[config.mk]
export PLATFORM = sky130hd
export DESIGN_NAME = johnson_phase_decoder
export DESIGN_NICKNAME = d
export VERILOG_FILES = /design/src/rtl/johnson_pkg.sv /design/src/rtl/johnson_code_decode.sv /design/src/rtl/johnson_phase_decoder.sv
export SDC_FILE = /design/constraint.sdc
export NUM_CORES = 1
export LEC_CHECK = 0
export CORE_ASPECT_RATIO = 1.25
export CORE_UTILIZATION = 31
export DETAILED_ROUTE_END_ITERATION = 8
export GPL_ROUTABILITY_DRIVEN = 0
export HOLD_SLACK_MARGIN = 0.06
export SLEW_MARGIN = 10
export SYNTH_ARGS = -nofsm -noshare
export SYNTH_HDL_FRONTEND = slang
export SYNTH_SLANG_ARGS = --single-unit
[constraint.sdc]
create_clock -name clock -period 3 [get_ports clock]
set_clock_uncertainty 0.15 [all_clocks]
set_input_delay 0.75 -clock clock [delete_from_list [all_inputs] [get_ports clock]]
set_output_delay 0.75 -clock clock [all_outputs]
set_load 0.03 [all_outputs]
[src/rtl/johnson_pkg.sv]
// Shared types and constants for the Johnson counter phase decoder.
// The optional jump check is enabled with JOHNSON_PHASE_SEQ_CHECK_EN.
package johnson_pkg;

    localparam int PHASES = 8;
    localparam int IDX_W  = 3;

    typedef enum logic [1:0] {
        SYNC  = 2'd0,
        LOCK  = 2'd1,
        FAULT = 2'd2
    } state_e;

    // Legal codes, written as {q0,q1,q2,q3}
    localparam logic [3:0] CODE_0 = 4'b0000;
    localparam logic [3:0] CODE_1 = 4'b1000;
    localparam logic [3:0] CODE_2 = 4'b1100;
    localparam logic [3:0] CODE_3 = 4'b1110;
    localparam logic [3:0] CODE_4 = 4'b1111;
    localparam logic [3:0] CODE_5 = 4'b0111;
    localparam logic [3:0] CODE_6 = 4'b0011;
    localparam logic [3:0] CODE_7 = 4'b0001;

    function automatic logic [PHASES-1:0] idx_onehot(
        input logic [IDX_W-1:0] idx
    );
        logic [PHASES-1:0] oh;
        oh = '0;
        oh[idx] = 1'b1;
        return oh;
    endfunction

endpackage

[src/rtl/johnson_code_decode.sv]
// Combinational map from a 4-bit Johnson code to its phase index.
// Codes outside the 8-state rotation report legal_o = 0.
module johnson_code_decode
    import johnson_pkg::*;
(
    input  logic [3:0]       code_i,
    output logic [IDX_W-1:0] idx_o,
    output logic             legal_o
);

    always_comb begin
        idx_o   = '0;
        legal_o = 1'b1;
        case (code_i)
            CODE_0:  idx_o = 3'd0;
            CODE_1:  idx_o = 3'd1;
            CODE_2:  idx_o = 3'd2;
            CODE_3:  idx_o = 3'd3;
            CODE_4:  idx_o = 3'd4;
            CODE_5:  idx_o = 3'd5;
            CODE_6:  idx_o = 3'd6;
            CODE_7:  idx_o = 3'd7;
            default: legal_o = 1'b0;
        endcase
    end

endmodule

[src/rtl/johnson_phase_decoder.sv]
// Tracks a 4-bit Johnson counter: registered one-hot phase, rotation count, faults.
// Define JOHNSON_PHASE_SEQ_CHECK_EN to fault on legal but out-of-sequence codes.
module johnson_phase_decoder
    import johnson_pkg::*;
#(
    parameter int CYCLE_W = 8
) (
    input  logic               clock,
    input  logic               reset,
    input  logic               q0,
    input  logic               q1,
    input  logic               q2,
    input  logic               q3,
    input  logic               err_clr,
    output logic [PHASES-1:0]  phase,
    output logic [IDX_W-1:0]   phase_idx,
    output logic               valid,
    output logic               wrap,
    output logic [CYCLE_W-1:0] cycle_cnt,
    output logic               fault,
    output logic [3:0]         fault_code
);

    state_e             state_q, state_d;
    logic [IDX_W-1:0]   idx_q, idx_d;
    logic [PHASES-1:0]  phase_q, phase_d;
    logic               wrap_q, wrap_d;
    logic [CYCLE_W-1:0] cnt_q, cnt_d;
    logic [3:0]         fcode_q, fcode_d;

    logic [3:0]         code;
    logic [IDX_W-1:0]   dec_idx;
    logic               dec_legal;
    logic [IDX_W-1:0]   succ_idx;

    assign code     = {q0, q1, q2, q3};
    assign succ_idx = idx_q + IDX_W'(1);

    johnson_code_decode u_decode (
        .code_i  (code),
        .idx_o   (dec_idx),
        .legal_o (dec_legal)
    );

    always_comb begin
        state_d = state_q;
        idx_d   = idx_q;
        wrap_d  = 1'b0;
        cnt_d   = cnt_q;
        fcode_d = fcode_q;
        unique case (state_q)
            SYNC: begin
                if (dec_legal) begin
                    state_d = LOCK;
                    idx_d   = dec_idx;
                end else begin
                    state_d = FAULT;
                    fcode_d = code;
                end
            end
            LOCK: begin
                if (!dec_legal) begin
                    state_d = FAULT;
                    fcode_d = code;
                end else if (dec_idx == idx_q) begin
                    // stalled counter: hold the current phase
                    idx_d = idx_q;
                end else if (dec_idx == succ_idx) begin
                    idx_d = dec_idx;
                    if (idx_q == IDX_W'(PHASES - 1)) begin
                        wrap_d = 1'b1;
                        cnt_d  = cnt_q + CYCLE_W'(1);
                    end
                end else begin
`ifdef JOHNSON_PHASE_SEQ_CHECK_EN
                    state_d = FAULT;
                    fcode_d = code;
`else
                    idx_d = dec_idx;
`endif
                end
            end
            FAULT: begin
                if (err_clr) begin
                    state_d = SYNC;
                end
            end
            default: state_d = SYNC;
        endcase
        phase_d = (state_d == LOCK) ? idx_onehot(idx_d) : '0;
    end

    always_ff @(posedge clock) begin
        if (reset) begin
            state_q <= SYNC;
            idx_q   <= '0;
            phase_q <= '0;
            wrap_q  <= 1'b0;
            cnt_q   <= '0;
            fcode_q <= '0;
        end else begin
            state_q <= state_d;
            idx_q   <= idx_d;
            phase_q <= phase_d;
            wrap_q  <= wrap_d;
            cnt_q   <= cnt_d;
            fcode_q <= fcode_d;
        end
    end

    assign phase      = phase_q;
    assign phase_idx  = idx_q;
    assign valid      = (state_q == LOCK);
    assign wrap       = wrap_q;
    assign cycle_cnt  = cnt_q;
    assign fault      = (state_q == FAULT);
    assign fault_code = fcode_q;

endmodule

==> results.json, run 1 <==
{
  "status": "completed",
  "synth_seq_area_share_pct": 39.54,
  "dieArea_sq_um": 4512,
  "port_buffers": 32,
  "cts_resized": 0,
  "cp_top_family": "buffers and inverters",
  "rows": 26,
  "antenna_found_initial": 0,
  "antennaDiodeCount": 0,
  "grt_max_degree": 23,
  "arrival_ns": 2.73,
  "relSlewSlack_pct": 74.76,
  "ys_async_sr_fraction_pct": 0,
  "route.detailed.drc": 0,
  "yosys_warnings": 0,
  "gr-usage-met3_pct": 2.749,
  "cp_slowest_stage_delay_ns": 0.65,
  "synthFlopType": "dfxtp_1",
  "fin_cells": 244,
  "timing.fmax_mhz": 373.7,
  "powerDensity_nw_per_um2": 451.8,
  "area_growth_syn_to_layout_pct": 38.59,
  "cp_data_required_time_ns": 3.05,
  "antenna_left": 0,
  "initialDrtViolationCount": 42,
  "setup_viol": 0,
  "ctsHoldBuffers": 0,
  "dpl_cell_area_sq_um": 1753,
  "mostFrequentLayoutCell": "clkdlybuf4s50_1",
  "clock_latency_ns": 0.27,
  "yosysTopAreaCell": "dfxtp_1",
  "crit_type": "in2reg",
  "postCtsSetupRepairBufs": 0,
  "synthCells": 148,
  "tritoncts": "yes",
  "grt_overflow": 0,
  "netlist_area_sq_um": 1316,
  "hold-worst-slack_ns": 0.3495,
  "cts_buffer_depth": 2,
  "drv_cap": 0,
  "drt-wirelength-per-cell_microns": 12.23,
  "totalWireLength_microns": 2983,
  "timing.final.crit_share_pct": 89.19,
  "leakage_nw": 0.7041,
  "peakVddDrop_v": 0.0002804,
  "ioPinCount": 33,
  "grtUsageMet2_pct": 26.13,
  "clkTransAtPathRegs_ns": 0.08,
  "holdCritPathClass": "reg2reg",
  "rsz0062_at_grt": "false",
  "synth_area_leaders": "dfxtp_1 40%, nor2_1 6.6%, mux2i_1 3.8%, mux2_2 3.4%, nor2b_1 3.3%",
  "core_area_sq_um": 4066,
  "die_h_microns": 74.86,
  "firstDrtPassIters": 4,
  "via_count": 1210,
  "cts-htree-levels": 1,
  "grt_first_pass_wirelength_microns": 5126,
  "start_kind": "input pin",
  "dp_hpwl_microns": 2275,
  "die_width_microns": 60.28,
  "grt-busiest-layer": "met2",
  "ys_ff_latch": 26,
  "cts_root_buf": "clkbuf_8",
  "cp-end-kind": "flip-flop",
  "cts_sinks": 26,
  "fillers": 413,
  "tightest_slew_ns": 0.3781,
  "syn_nets": 158,
  "grt_pass1_vias": 1163,
  "start_util_pct": 32.37,
  "fin_nets": 199,
  "placed_cells": 240,
  "grt_use_total_pct": 14.89,
  "crit_buf_inv": 2,
  "hold_viol": 0,
  "tns_ns": 0,
  "final_cell_mix": "32 x clkdlybuf4s50_1, 26 x dfxtp_1, 23 x nor2_1",
  "fin_crit_ns": 2.676,
  "cts_buffers": 3,
  "fin_ws_ns": 0.3244,
  "synth_edf_count": 0,
  "yosysUniqueCellTypes": 42,
  "critPathSlowestCell": "clkdlybuf4s50_1",
  "stdcell_area_sq_um": 1824,
  "synth_top_cell_area_share_pct": 39.54,
  "drive_gt1_share_pct": 14.89,
  "syn_avg_cell_area_sq_um": 8.894,
  "gr-usage-met1_pct": 17.94,
  "vias_per_cell": 4.959,
  "cp_max_fo": 11,
  "slew_viol_final": 0,
  "crit_path_cell_trace": "clkdlybuf4s50_1, and2_1, mux4_2, o211ai_1, buf_4, or4_1, a21oi_1",
  "dp_slack_ns": 0.04156
}
-- final timing paths --
kind	start	end	slack, ns	cells after the start
hold / removal	cycle_cnt[7]	cycle_cnt[7]	0.35	2
setup / recovery	q1	cycle_cnt[7]	0.32	7
hold reg to reg	cycle_cnt[7]	cycle_cnt[7]	0.35	2
setup reg to reg	phase_idx[0]	cycle_cnt[7]	0.41	8
-- worst register-to-register path, delay by kind of cell, from the launching register on --
family / cells / cell delay, ns
simple gates: 2 / 0.90
buf+inv: 1 / 0.18
fa+ha+maj: 2 / 0.61
compound gates: 3 / 0.32
flops: 1 / 0.38
-- metal layers --
metal	vias to the layer above	part of all wire, %
met1	564	41
met2	35	52
met4	0	1.3
met5	-	0
li1	606	-
met3	5	5.6
-- state kept, by name, indices dropped and copies added (netlist names) --
signal,count
cycle_cnt,8
phase,8
fault_code,4
phase_idx,3
state_q,2
wrap,1
-- kinds of logic after synthesis --
| group | after synthesis | synth area share, % |
|---|---|---|
| AND/OR/NAND/NOR | 69 | 28.61 |
| AO/OA/AOI/OAI | 27 | 13.97 |
| flip-flops | 26 | 39.54 |
| buffers and inverters | 11 | 4.752 |
| multiplexers | 10 | 8.935 |
| adder cells (fa/ha/maj) | 3 | 2.852 |
| XOR/XNOR | 2 | 1.331 |
-- stage by stage --
stage	util, %	power [mW]
6_report	44.86	0.8242
5_1_grt	44.86	0.8658
4_1_cts	44.86	0.8357
3_5_place_dp	43.11	0.5445
3_3_place_gp	43.11	0.5426
2_1_floorplan	-	0.4819
-- final cells by class --
class / instances / area, sq um / share of cell area, %
multi-input cells: 111 / 733.2 / 40.19
clock buffers: 3 / 41.29 / 2.263
flip-flops and latches: 26 / 520.5 / 28.53
repair buffers: 46 / 425.4 / 23.32
clock inverters: 1 / 30.03 / 1.646
inverters: 1 / 3.754 / 0.2058
well taps: 56 / 70.07 / 3.841
-- where the power goes --
part	switching, mW	internal [mW]
registers	0.0121	0.358
clock network	0.109	0.178
logic	0.0899	0.0763
total	0.211	0.613
-- Yosys cell counts, types with 2 or more instances --
master	instances
nand2b_1	4
nor2b_1	7
or4_1	3
nor3_1	5
o21ai_0	5
clkbuf_1	4
ha_1	3
nand3_1	6
nor2_1	23
o31ai_1	3
nor3b_1	4
dfxtp_1	26
mux2_2	4
buf_2	2
o211ai_1	3
and3_1	3
a21oi_1	7
nand3b_1	2
nand2_1	2
and2_1	3
buf_4	3
or2_2	2
mux2i_1	5
No activity file was read; power rests on OpenSTA's default activity.
==> inputs of run 2 (changes only) <==
--- a/config.mk
+++ b/config.mk
@@ -10,6 +10,7 @@
 export DETAILED_ROUTE_END_ITERATION = 8
 export GPL_ROUTABILITY_DRIVEN = 0
 export HOLD_SLACK_MARGIN = 0.06
+export PLACE_DENSITY = 0.66
 export SLEW_MARGIN = 10
 export SYNTH_ARGS = -nofsm -noshare
 export SYNTH_HDL_FRONTEND = slang
==> run 2 against run 1 <==
  * Combinational power grew 4%
  * Critical path depth grew 1
  * Cell count grew 3.3%
  * Wire length grew 1.9%
  * Setup slack lost 0.045 ns
==> results.json, run 2 (synthesized netlist as in run 1, its figures left out) <==
{
  "status": "completed",
  "die_width_microns": 60.28,
  "power_switching_share_pct": 27.55,
  "totalWireLength_microns": 3039,
  "dp_hpwl_microns": 2322,
  "fin_nets": 207,
  "grt_pass1_vias": 1105,
  "hold_viol": 0,
  "firstDrtPassIters": 4,
  "fin_crit_ns": 2.721,
  "ioPinCount": 33,
  "setup_viol": 0,
  "peakVddDrop_v": 0.0001635,
  "antenna_left": 0,
  "timing.final.crit_share_pct": 90.69,
  "initialDrtViolationCount": 49,
  "p_int_mw": 0.5565,
  "route.detailed.drc": 0,
  "power_frac_seq_pct": 48.2,
  "tns_ns": 0,
  "area_growth_syn_to_layout_pct": 42.30,
  "timing.fmax_mhz": 367.6,
  "dieArea_sq_um": 4512,
  "drv_cap": 0,
  "via_count": 1241,
  "start_util_pct": 32.37,
  "vias_per_cell": 4.925,
  "p_switching_mw": 0.2116,
  "antenna_found_initial": 0,
  "grt_max_degree": 23,
  "holdCritPathClass": "reg2reg",
  "mostFrequentLayoutCell": "clkdlybuf4s50_1",
  "clock_latency_ns": 0.27,
  "powerDensity_nw_per_um2": 410.1,
  "r2r_cells": 7,
  "tightest_slew_ns": 0.6620,
  "cp_max_fo": 10,
  "pwr-share-clk_pct": 29.3,
  "crit_type": "in2reg",
  "start_kind": "input pin",
  "postCtsSetupRepairBufs": 0,
  "core_area_sq_um": 4066,
  "cts_sinks": 26,
  "drt-wirelength-per-cell_microns": 12.06,
  "grt_overflow": 0,
  "cts_buffer_depth": 2,
  "drive_gt1_share_pct": 18.88,
  "port_buffers": 32,
  "cts-htree-levels": 1,
  "hold-worst-slack_ns": 0.3381,
  "cts_root_buf": "clkbuf_8",
  "clkTransAtPathRegs_ns": 0.09,
  "timing.rr.end": "cycle_cnt[0]",
  "relSlewSlack_pct": 55.78,
  "cp-end-kind": "flip-flop",
  "slew_viol_final": 0,
  "grt_use_total_pct": 14.43,
  "die_h_microns": 74.86,
  "cts_buffers": 3,
  "antennaDiodeCount": 0,
  "cp_data_required_time_ns": 3.06,
  "timing.critical_path.to": "cycle_cnt[7]",
  "arrival_ns": 2.78,
  "crit_start": "q3",
  "comb_power_share_pct": 22.5,
  "grt_first_pass_wirelength_microns": 4940,
  "r2r_slack_ns": 0.39,
  "leakage_nw": 0.7360,
  "tritoncts": "yes",
  "rsz0062_at_grt": "false",
  "final_cell_mix": "32 x clkdlybuf4s50_1, 26 x dfxtp_1, 23 x nor2_1",
  "worstReg2RegStart": "phase_idx[0]",
  "rows": 26
}
[run 2: routing by layer]
layer  share of wire (%)  track usage, %
met1                  44           16.56
met2                  51           25.40
met3                 3.2           2.234
met4                 2.5           7.494
met5                   0               0
[run 2: worst min path at each step]
stage	startpoint	to	slack [ns]	cells after the start
2_1_floorplan	cycle_cnt[7]	cycle_cnt[7]	0.45	2
3_3_place_gp	cycle_cnt[7]	cycle_cnt[7]	0.32	2
3_5_place_dp	fault_code[1]	fault_code[1]	0.33	2
4_1_cts	cycle_cnt[7]	cycle_cnt[7]	0.35	2
5_1_grt	cycle_cnt[7]	cycle_cnt[7]	0.38	2
6_report	cycle_cnt[7]	cycle_cnt[7]	0.34	2
[run 2: repair_timing]
action	in CTS	in global routing
hold buffers	0	0
hold endpoints to repair	0	0
resized for setup	1	0
setup endpoints to repair	5	0
[run 2: area by class of cell]
class                   count  area (sq um)
multi-input cells         111         738.2
inverters                   1         3.754
flip-flops and latches     26         520.5
repair buffers             54         485.5
clock buffers               4         55.05
well taps                  56         70.07
fillers                   417          2193
[run 2: stage by stage]
stage	worst slack, ns	util (%)	total power, mW	cells	instance area [sq um]
floorplan	0.4666	-	0.4819	148	1316
global route	0.1730	46.06	0.8009	252	1873
global placement	-0.3018	44.58	0.5493	248	1813
detailed placement	-0.3485	44.58	0.5504	248	1813
finish	0.2794	46.06	0.7681	252	1873
CTS	0.2712	46.06	0.7743	252	1873
[run 2: worst max-delay path, cell delays in order]
cell and delay (ns):
clkdlybuf4s50_1 0.51, buf_4 0.19, nor3b_1 0.27, o211a_1 0.20, o211ai_1 0.08, buf_4 0.18, or4_1 0.46, a21oi_1 0.15
[run 2: power by group through the flow]
stage          logic (mW)  registers (mW)  clock network [mW]
6_report            0.173           0.370               0.225
5_1_grt             0.188           0.372               0.241
4_1_cts             0.174           0.370               0.230
3_5_place_dp        0.172           0.379                   0
3_3_place_gp        0.171           0.379                   0
2_1_floorplan      0.0876           0.394                   0
